## src/rtl/v_pkg.sv

```systemverilog
// ----------------------------------------------------------------------------
// v_pkg -- shared definitions for the vector issue queue.
//   Major opcodes (OPC_*), OP-V funct3 categories (OPI_*/OPM_*), the funct6
//   values this queue decodes, and the functional-unit port indices (FU_*).
//   Also defines the queue entry layout and the issue FSM state type.
// No ports (package).
// ----------------------------------------------------------------------------
package v_pkg;

  // Major opcodes
  localparam logic [6:0] OPC_VEC   = 7'h57;  // OP-V
  localparam logic [6:0] OPC_LTYPE = 7'h07;  // LOAD-FP (vector loads)
  localparam logic [6:0] OPC_STYPE = 7'h27;  // STORE-FP (vector stores)

  // OP-V funct3 categories
  localparam logic [2:0] OPI_VV = 3'b000;
  localparam logic [2:0] OPM_VV = 3'b010;
  localparam logic [2:0] OPI_VI = 3'b011;
  localparam logic [2:0] OPI_VX = 3'b100;
  localparam logic [2:0] OPM_VX = 3'b110;
  localparam logic [2:0] OPC_CFG = 3'b111;  // vsetvli / vsetivli / vsetvl

  // funct6 encodings (OPI group)
  localparam logic [5:0] F6_VADD      = 6'b000000;
  localparam logic [5:0] F6_VSUB      = 6'b000010;
  localparam logic [5:0] F6_VRSUB     = 6'b000011;
  localparam logic [5:0] F6_VMINU     = 6'b000100;
  localparam logic [5:0] F6_VMIN      = 6'b000101;
  localparam logic [5:0] F6_VMAXU     = 6'b000110;
  localparam logic [5:0] F6_VMAX      = 6'b000111;
  localparam logic [5:0] F6_VAND      = 6'b001001;
  localparam logic [5:0] F6_VOR       = 6'b001010;
  localparam logic [5:0] F6_VXOR      = 6'b001011;
  localparam logic [5:0] F6_SLIDEUP   = 6'b001110;
  localparam logic [5:0] F6_SLIDEDOWN = 6'b001111;
  localparam logic [5:0] F6_VMV       = 6'b010111;  // vmv.v.* when vm=1
  localparam logic [5:0] F6_VSLL      = 6'b100101;
  localparam logic [5:0] F6_VSRL      = 6'b101000;
  localparam logic [5:0] F6_VSRA      = 6'b101001;
  // funct6 encodings (OPM group)
  localparam logic [5:0] F6_REDSUM    = 6'b000000;
  localparam logic [5:0] F6_REDMAX    = 6'b000111;
  localparam logic [5:0] F6_VMUL      = 6'b100101;

  // Functional-unit port indices
  localparam int FU_ALU   = 0;
  localparam int FU_MUL   = 1;
  localparam int FU_RED   = 2;
  localparam int FU_SLDU  = 3;
  localparam int FU_LSU   = 4;
  localparam int NUM_FU_C = 5;

  localparam int XLEN_C = 32;

  typedef logic [NUM_FU_C-1:0] fu_sel_t;

  typedef struct packed {
    logic [31:0]       instr;
    logic [XLEN_C-1:0] rs1;
    logic [XLEN_C-1:0] rs2;
  } q_entry_t;

  typedef enum logic [0:0] {
    RUN,
    CFG_WAIT
  } iss_state_t;

  // OPI funct6 values executed by the ALU.
  function automatic logic is_alu_f6(input logic [5:0] f6);
    return f6 inside {F6_VADD, F6_VSUB, F6_VRSUB, F6_VMINU, F6_VMIN, F6_VMAXU,
                      F6_VMAX, F6_VAND, F6_VOR, F6_VXOR, F6_VSLL, F6_VSRL, F6_VSRA};
  endfunction

  // Width field values that select vector (not scalar FP) loads/stores.
  function automatic logic is_vec_width(input logic [2:0] w);
    return w inside {3'b000, 3'b101, 3'b110, 3'b111};
  endfunction

endpackage

```

## src/rtl/v_issue_decode.sv

```systemverilog
// ----------------------------------------------------------------------------
// v_issue_decode -- purely combinational decode of the issue queue head.
// Ports:
//   instr    in   32      head instruction word
//   unit     out  NUM_FU  one-hot target functional unit (0 if none)
//   legal    out  1       instruction is recognised (includes vconfig)
//   is_cfg   out  1       vsetvl* family
//   use_vs1  out  1       reads vs1 (vector-vector forms)
//   use_vs2  out  1       reads vs2 (all OP-V arithmetic)
//   use_vs3  out  1       reads vs3 (store data, instr[11:7])
//   wr_vd    out  1       writes vd
//   vd/vs1/vs2 out 5      register fields of the word
// ----------------------------------------------------------------------------
module v_issue_decode
  import v_pkg::*;
(
  input  logic [31:0] instr,
  output fu_sel_t     unit,
  output logic        legal,
  output logic        is_cfg,
  output logic        use_vs1,
  output logic        use_vs2,
  output logic        use_vs3,
  output logic        wr_vd,
  output logic [4:0]  vd,
  output logic [4:0]  vs1,
  output logic [4:0]  vs2
);

  logic [6:0] opcode;
  logic [2:0] funct3;
  logic [5:0] funct6;
  logic       vm;

  assign opcode = instr[6:0];
  assign vd     = instr[11:7];
  assign funct3 = instr[14:12];
  assign vs1    = instr[19:15];
  assign vs2    = instr[24:20];
  assign vm     = instr[25];
  assign funct6 = instr[31:26];

  always_comb begin
    unit    = '0;
    legal   = 1'b0;
    is_cfg  = 1'b0;
    use_vs1 = 1'b0;
    use_vs2 = 1'b0;
    use_vs3 = 1'b0;
    wr_vd   = 1'b0;
    case (opcode)
      OPC_VEC: begin
        if (funct3 == OPC_CFG) begin
          legal  = 1'b1;
          is_cfg = 1'b1;
        end else if (funct3 inside {OPI_VV, OPI_VX, OPI_VI}) begin
          if (is_alu_f6(funct6))
            unit[FU_ALU] = 1'b1;
          else if ((funct6 inside {F6_SLIDEUP, F6_SLIDEDOWN}) && funct3 != OPI_VV)
            unit[FU_SLDU] = 1'b1;
          else if (funct6 == F6_VMV && vm)
            unit[FU_SLDU] = 1'b1;
        end else if (funct3 inside {OPM_VV, OPM_VX}) begin
          if (funct6 == F6_VMUL)
            unit[FU_MUL] = 1'b1;
          else if (funct3 == OPM_VV && (funct6 inside {F6_REDSUM, F6_REDMAX}))
            unit[FU_RED] = 1'b1;
        end
        if (|unit) begin
          legal   = 1'b1;
          use_vs1 = funct3 inside {OPI_VV, OPM_VV};
          use_vs2 = 1'b1;
          wr_vd   = 1'b1;
        end
      end
      OPC_LTYPE: begin
        if (is_vec_width(funct3)) begin
          unit[FU_LSU] = 1'b1;
          legal        = 1'b1;
          wr_vd        = 1'b1;
        end
      end
      OPC_STYPE: begin
        if (is_vec_width(funct3)) begin
          unit[FU_LSU] = 1'b1;
          legal        = 1'b1;
          use_vs3      = 1'b1;
        end
      end
      default: ;
    endcase
  end

endmodule

```

## src/rtl/v_issue_queue.sv

```systemverilog
// ----------------------------------------------------------------------------
// v_issue_queue -- in-order vector instruction queue with vreg scoreboard.
//   Buffers instructions from the scalar core, decodes the head, checks
//   RAW/WAW hazards against a 32-bit scoreboard and issues at most one
//   instruction per cycle to ALU/MUL/RED/SLDU/LSU over valid/ready.
//   vsetvl* waits for the scoreboard to drain, then retires as a cfg pulse.
// Optional feature: define V_WB_BYPASS_EN to let same-cycle writebacks
//   release hazards (0-cycle wb->issue); otherwise the registered
//   scoreboard alone is checked (1-cycle wb->issue).
// Ports:
//   clk, rst                 clock, async active-high reset
//   in_valid/in_ready        core -> queue handshake (in_ready = !full)
//   in_instr/in_rs1/in_rs2   instruction word and scalar operands
//   iss_valid/iss_ready      one-hot issue request / per-unit accept
//   iss_instr/iss_rs1/iss_rs2 head entry (shared bus)
//   wb_valid/wb_vd           per-unit vreg write completion, unit i at [5i+:5]
//   cfg_valid/cfg_zimm       vconfig retire pulse and instr[30:20]
//   illegal                  pulse when the head is undecodable and dropped
//   count                    queue occupancy
//   busy                     queue non-empty or scoreboard non-zero
// ----------------------------------------------------------------------------
module v_issue_queue
  import v_pkg::*;
#(
  parameter int DEPTH  = 4,
  parameter int NUM_FU = NUM_FU_C,
  parameter int XLEN   = XLEN_C
) (
  input  logic                       clk,
  input  logic                       rst,
  input  logic                       in_valid,
  output logic                       in_ready,
  input  logic [31:0]                in_instr,
  input  logic [XLEN-1:0]            in_rs1,
  input  logic [XLEN-1:0]            in_rs2,
  output logic [NUM_FU-1:0]          iss_valid,
  input  logic [NUM_FU-1:0]          iss_ready,
  output logic [31:0]                iss_instr,
  output logic [XLEN-1:0]            iss_rs1,
  output logic [XLEN-1:0]            iss_rs2,
  input  logic [NUM_FU-1:0]          wb_valid,
  input  logic [5*NUM_FU-1:0]        wb_vd,
  output logic                       cfg_valid,
  output logic [10:0]                cfg_zimm,
  output logic                       illegal,
  output logic [$clog2(DEPTH+1)-1:0] count,
  output logic                       busy
);

  localparam int PTR_W = $clog2(DEPTH);
  localparam int CNT_W = $clog2(DEPTH+1);

  q_entry_t             mem [DEPTH];
  q_entry_t             head;
  logic [PTR_W-1:0]     wr_ptr, rd_ptr;
  logic [31:0]          sb, sb_eff, sb_next, sb_set, wb_mask;
  iss_state_t           state, state_next;
  logic                 head_valid, push, pop, hazard;

  fu_sel_t              dec_unit;
  logic                 dec_legal, dec_is_cfg, dec_use_vs1, dec_use_vs2, dec_use_vs3, dec_wr_vd;
  logic [4:0]           dec_vd, dec_vs1, dec_vs2;

  assign head       = mem[rd_ptr];
  assign head_valid = (count != '0);
  assign in_ready   = (count != CNT_W'(DEPTH));
  assign push       = in_valid && in_ready;
  assign busy       = head_valid || (|sb);

  assign iss_instr = head.instr;
  assign iss_rs1   = head.rs1;
  assign iss_rs2   = head.rs2;
  assign cfg_zimm  = head.instr[30:20];

  v_issue_decode u_decode (
    .instr   (head.instr),
    .unit    (dec_unit),
    .legal   (dec_legal),
    .is_cfg  (dec_is_cfg),
    .use_vs1 (dec_use_vs1),
    .use_vs2 (dec_use_vs2),
    .use_vs3 (dec_use_vs3),
    .wr_vd   (dec_wr_vd),
    .vd      (dec_vd),
    .vs1     (dec_vs1),
    .vs2     (dec_vs2)
  );

  // NOTE: every signal written in an always_comb gets a default first, so no
  // path leaves it unassigned and no latch is inferred.
  always_comb begin
    wb_mask = '0;
    for (int i = 0; i < NUM_FU; i++)
      if (wb_valid[i]) wb_mask[wb_vd[5*i +: 5]] = 1'b1;
  end

`ifdef V_WB_BYPASS_EN
  assign sb_eff = sb & ~wb_mask;
`else
  assign sb_eff = sb;
`endif

  // Store data (vs3) lives in the vd field, so dec_vd serves both checks.
  assign hazard = (dec_use_vs1 && sb_eff[dec_vs1]) ||
                  (dec_use_vs2 && sb_eff[dec_vs2]) ||
                  ((dec_use_vs3 || dec_wr_vd) && sb_eff[dec_vd]);

  always_comb begin
    state_next = state;
    iss_valid  = '0;
    cfg_valid  = 1'b0;
    illegal    = 1'b0;
    pop        = 1'b0;
    sb_set     = '0;
    if (head_valid) begin
      case (state)
        RUN: begin
          if (!dec_legal) begin
            illegal = 1'b1;
            pop     = 1'b1;
          end else if (dec_is_cfg) begin
            state_next = CFG_WAIT;
          end else if (!hazard) begin
            // Request is independent of iss_ready; only the transfer needs it.
            iss_valid = dec_unit;
            if (|(dec_unit & iss_ready)) begin
              pop = 1'b1;
              if (dec_wr_vd) sb_set[dec_vd] = 1'b1;
            end
          end
        end
        CFG_WAIT: begin
          if (sb_eff == '0) begin
            cfg_valid  = 1'b1;
            pop        = 1'b1;
            state_next = RUN;
          end
        end
        default: state_next = RUN;
      endcase
    end
  end

  // An issue set and a writeback clear to the same register: set wins.
  assign sb_next = (sb & ~wb_mask) | sb_set;

  // NOTE: sequential state uses non-blocking assignments so every register
  // samples its inputs from before the edge, independent of statement order.
  always_ff @(posedge clk or posedge rst) begin
    if (rst) begin
      state  <= RUN;
      wr_ptr <= '0;
      rd_ptr <= '0;
      count  <= '0;
      sb     <= '0;
    end else begin
      state <= state_next;
      sb    <= sb_next;
      if (push) wr_ptr <= wr_ptr + PTR_W'(1);
      if (pop)  rd_ptr <= rd_ptr + PTR_W'(1);
      count <= count + CNT_W'(push) - CNT_W'(pop);
    end
  end

  // NOTE: queue storage is deliberately not reset; count and the pointers
  // define which entries are meaningful, so a reset of the array buys nothing.
  always_ff @(posedge clk) begin
    if (push) mem[wr_ptr] <= '{instr: in_instr, rs1: in_rs1, rs2: in_rs2};
  end

endmodule

```

## config.mk

```make
export PLATFORM = sky130hd
export DESIGN_NAME = v_issue_queue
export DESIGN_NICKNAME = d
export VERILOG_FILES = /design/src/rtl/v_pkg.sv /design/src/rtl/v_issue_decode.sv /design/src/rtl/v_issue_queue.sv
export SDC_FILE = /design/constraint.sdc
export NUM_CORES = 1
export LEC_CHECK = 0
export CAP_MARGIN = 20
export CORE_ASPECT_RATIO = 2
export CORE_MARGIN = 5
export CORE_UTILIZATION = 50
export CTS_BUF_LIST = sky130_fd_sc_hd__clkbuf_4 sky130_fd_sc_hd__clkbuf_8
export DETAILED_ROUTE_END_ITERATION = 7
export GPL_ROUTABILITY_DRIVEN = 0
export GPL_TIMING_DRIVEN = 0
export PLACE_DENSITY = 0.78
export SLEW_MARGIN = 20
export SYNTH_ARGS = -nofsm -noshare
export SYNTH_HDL_FRONTEND = slang
export SYNTH_SLANG_ARGS = --single-unit
export TNS_END_PERCENT = 100
```

## constraint.sdc

```tcl
create_clock -name clk -period 4.45 [get_ports clk]
set_clock_uncertainty 0.2 [all_clocks]
set_input_delay 0.6675 -clock clk [delete_from_list [all_inputs] [get_ports clk]]
set_output_delay 0.6675 -clock clk [all_outputs]
set_load 0.02 [all_outputs]
```

==> flow_results.xml, run 1 <==
<?xml version="1.0" encoding="UTF-8"?>
<metrics>
  <group name="power">
    <metric name="power_density" unit="nW/um2">663.4</metric>
    <metric name="post-layout-total-power" unit="mW">15.98</metric>
    <metric name="cellLeakagePower" unit="nW">8.089</metric>
    <metric name="ir_worst_vdd" unit="uV">402.2</metric>
  </group>
  <group name="logic_synthesis">
    <metric name="yosysSeqAreaShare" unit="%">66.61</metric>
    <metric name="synthesis.nets" unit="">1260</metric>
    <metric name="synthFlopType" unit="">edfxtp_1</metric>
    <metric name="ys_ff_latch" unit="">424</metric>
    <metric name="post_synth.cell_area_avg" unit="um2">16.81</metric>
    <metric name="synth_edf_count" unit="">384</metric>
    <metric name="asyncSetResetFlopFracSynth" unit="%">9.434</metric>
    <metric name="post_synthesis_cell_area" unit="um2">18810</metric>
    <metric name="cells_after_synth" unit="">1119</metric>
    <metric name="synth.distinct_cells" unit="">75</metric>
    <metric name="synthesis.yosys.warnings" unit="">0</metric>
  </group>
  <group name="timing">
    <metric name="period_needed" unit="ps">4686</metric>
    <metric name="tightestPinTransition" unit="ps">839.0</metric>
    <metric name="fmax" unit="MHz">213.4</metric>
    <metric name="period_share" unit="%">105.3</metric>
    <metric name="final_hold_viol_count" unit="">0</metric>
    <metric name="relSlewSlack" unit="%">44.07</metric>
    <metric name="count_of_endpoints_failing_setup_in_the_final_report" unit="">7</metric>
    <metric name="count_of_pins_over_their_slew_limit" unit="">0</metric>
    <metric name="rsz0062_at_grt" unit="">true</metric>
    <metric name="final.setup.worst_slack" unit="ps">-235.7</metric>
  </group>
  <group name="finish">
    <metric name="drive_above_1_share" unit="%">25.92</metric>
    <metric name="syn_to_final_growth" unit="%">28.04</metric>
    <metric name="layout.cells.most_common_list" unit="">edfxtp_1, clkdlybuf4s50_1, mux4_2</metric>
    <metric name="finish.net_count" unit="">1621</metric>
    <metric name="fin_util" unit="%">64.61</metric>
    <metric name="layout_commonest_cell" unit="">edfxtp_1</metric>
    <metric name="post_layout_nonfiller_instances" unit="">1995</metric>
    <metric name="nFillCells" unit="">2587</metric>
    <metric name="post-route-cell-area" unit="um2">24090</metric>
  </group>
  <group name="outcome">
    <metric name="status" unit="">complete, but fails checks</metric>
    <metric name="failing_checks" unit="">setup timing</metric>
  </group>
  <group name="cts">
    <metric name="clkLatencyLatePin" unit="ps">630</metric>
    <metric name="clock-root-buffer" unit="">clkbuf_8</metric>
    <metric name="worst_setup_hold_path_clk_slew" unit="ps">60</metric>
    <metric name="cts.hold.buffers_added" unit="">0</metric>
    <metric name="numCtsBuffers" unit="">55</metric>
    <metric name="tritoncts_sinks" unit="">424</metric>
    <metric name="depth_of_the_cts_h_tree" unit="">2</metric>
    <metric name="clock_tree_from_tritoncts" unit="">yes</metric>
    <metric name="clock_path_buffers" unit="">3</metric>
  </group>
  <group name="critical_path">
    <metric name="worstSetupPathType" unit="">flip-flop to output pin</metric>
    <metric name="critical_path.max_stage_delay" unit="ps">590</metric>
    <metric name="startpoint_type" unit="">flip-flop</metric>
    <metric name="sequence_of_cells_on_the_critical_path" unit="">buf_12 &gt; buf_12 &gt; mux4_2 &gt; buf_2 &gt; mux4_2 &gt; nand4b_1 &gt; nand4_4 &gt; o31ai_4 &gt; nand2_2 &gt; a2111oi_4 &gt; buf_4</metric>
    <metric name="crit_arrival" unit="ps">3820</metric>
    <metric name="worst_setup_path_end_kind" unit="">output pin</metric>
    <metric name="crit_path_top_delay_cell" unit="">mux4_2</metric>
    <metric name="rr_worst_depth" unit="">17</metric>
    <metric name="path_max_fanout" unit="">10</metric>
    <metric name="critPathRequiredTime" unit="ps">3580</metric>
    <metric name="r2r_setup_slack" unit="ps">-200</metric>
    <metric name="r2r-start" unit="">rd_ptr[1]</metric>
    <metric name="worstReg2RegEnd" unit="">count[2]</metric>
  </group>
  <group name="route">
    <metric name="drt_antenna_net_count" unit="">0</metric>
    <metric name="dr.pass1.iters" unit="">6</metric>
    <metric name="wirelength" unit="mm">52.11</metric>
    <metric name="detail_route.iter0.violations" unit="">974</metric>
    <metric name="num_vias" unit="">12350</metric>
    <metric name="drt-wirelength-per-cell" unit="um">26.12</metric>
    <metric name="remaining_drcs" unit="">0</metric>
    <metric name="route.detailed.vias_per_inst" unit="">6.192</metric>
  </group>
  <group name="placed_design">
    <metric name="io_buffers" unit="">252</metric>
    <metric name="pre_cts_ws" unit="ps">-699.4</metric>
    <metric name="hpwlAfterDp" unit="mm">36.40</metric>
    <metric name="placement.cell_area" unit="um2">22160</metric>
    <metric name="post-place-cells" unit="">1839</metric>
  </group>
  <group name="global_route">
    <metric name="grt_usage" unit="%">24.76</metric>
    <metric name="grt_pass1_vias" unit="">12990</metric>
    <metric name="grt_pass1_wl" unit="mm">78.16</metric>
    <metric name="grt_remaining_overflow" unit="">0</metric>
    <metric name="antenna_found_initial" unit="">12</metric>
    <metric name="grt_max_degree" unit="">47</metric>
  </group>
  <group name="floorplan">
    <metric name="dieWidth" unit="um">147.2</metric>
    <metric name="io-pin-count" unit="">253</metric>
    <metric name="rows" unit="">100</metric>
    <metric name="starting_density_of_the_core" unit="%">50.46</metric>
    <metric name="core_area" unit="um2">37290</metric>
    <metric name="die_h" unit="um">284.3</metric>
    <metric name="die_outline_area" unit="um2">41840</metric>
  </group>
  <group name="min_path">
    <metric name="hp-class" unit="">input port to asynchronous set/reset pin</metric>
  </group>
  <group name="flow_run">
    <metric name="maxCapViolations" unit="">0</metric>
  </group>
</metrics>
## worst max path at each step
stage | from | to | slack [ps] | cells past startpoint
2_1_floorplan | rd_ptr[0] | iss_valid[0] | 280 | 10
3_3_place_gp | in_valid | mem[3][1] | -1420 | 2
3_5_place_dp | rd_ptr[1] | iss_valid[1] | -700 | 10
4_1_cts | rd_ptr[0] | iss_valid[2] | -230 | 12
5_1_grt | rd_ptr[0] | iss_valid[2] | -370 | 14
6_report | rd_ptr[0] | iss_valid[2] | -240 | 11
## synth_stat cells, drive strengths merged (3+ instances only)
master   count  area, um2
nand3       32      165.2
clkbuf      11      41.29
nand2b       6      37.54
dfrtp       40       1001
nand4b       3      26.28
mux4       102       2335
nor2b       11      68.82
a22oi        7      52.55
a21oi        9      48.80
or2          5      31.28
nand3b      20      150.1
and2         5      31.28
a221oi       6      52.55
nand2       77      289.0
o31ai        3      36.28
o21ai       45      337.8
nor3b        9      67.56
edfxtp     384      11530
nor4b        3      41.29
and3        10      62.56
a22o         3      26.28
o211ai      17      155.2
o2111ai      5      50.04
ha           6      75.07
and3b        6      53.80
buf         44      354.1
or3b         9      78.83
xnor2        3      26.28
o22ai       48      300.3
a211oi       6      45.04
mux2i       37      370.4
nor2        56      210.2
nor4        13      102.6
or3         11      68.82
nor3        11      55.05
nand4        4      40.04
mux2         8      90.08
inv         23      86.34
## cell type report
cell class / instances / area (um2) / share of cell area (%)
timing repair buffer: 306 / 3152 / 13.08
buffer: 53 / 480.5 / 1.994
antenna: 12 / 30.03 / 0.1246
clock inverter: 30 / 241.5 / 1.002
inverter: 23 / 86.33 / 0.3584
sequential: 424 / 12530 / 52.03
clock buffer: 71 / 877.1 / 3.641
tap: 459 / 574.3 / 2.384
multi-input combinational: 617 / 6116 / 25.39
## flip-flops by register name (all words and copies together), names as in the netlist
name,count
count,3
mem,384
rd_ptr,2
sb,32
state,1
wr_ptr,2
## cells by family (layout without fill, tap and decap cells)
group           count (synthesis)  count (layout)  synth area share, %
simple gates                  295             295                8.606
mux                           147             147                14.86
compound gates                164             164                6.677
flops                         424             424                66.61
xor+xnor                        4               4               0.1862
buf+inv                        78             483                2.560
fa+ha+maj                       7               7               0.5054
other cells                     0              12                    0
## stage by stage
step | setup TNS (ps) | hold WS [ps]
after global placement | -541100 | 294.9
after floorplan | 0 | 276.4
after global routing | -1851 | 129.2
after detailed placement | -4404 | 314.8
final | -1234 | 123.9
after CTS | -997.4 | 94.95
## worst max-delay path: cells and delay by family (launching register included)
kind | cells | cell delay (ps)
buffers and inverters | 4 | 730
DFF | 1 | 430
AOI/OAI and AO/OA | 2 | 680
muxes | 2 | 900
and+or+nand+nor | 3 | 470
## where the power goes
group / internal (mW) / switching [mW] / total [mW]
Clock: 1.48 / 1.42 / 2.91
Combinational: 3.59 / 4.14 / 7.74
Sequential: 5.15 / 0.188 / 5.34
## layer usage
layer  wire length [um]  vias up  share of wire (%)  track usage (%)
li1                   -     5315                  -                -
met4               4137        4                7.9            16.68
met1              15850     6099                 30            24.44
met2              27960      677                 54            44.68
met5                 27        -              0.052                0
met3               4134      259                7.9            6.568
## what timing repair did
action                                  4_1_cts  5_1_grt
gates resized for setup                     118       28
pin swaps                                    18       12
gates cloned                                  2        0
buffers inserted                             34        9
endpoints found under the setup margin       48       34
No activity file was read; power rests on OpenSTA's default activity.
==> run 2, diff against run 1 <==
ABC_CLOCK_PERIOD_IN_PS = 4450   (was default)
==> results of run 2 <==
Same layout as run 1: the final DEF is identical, and so are final timing and power.
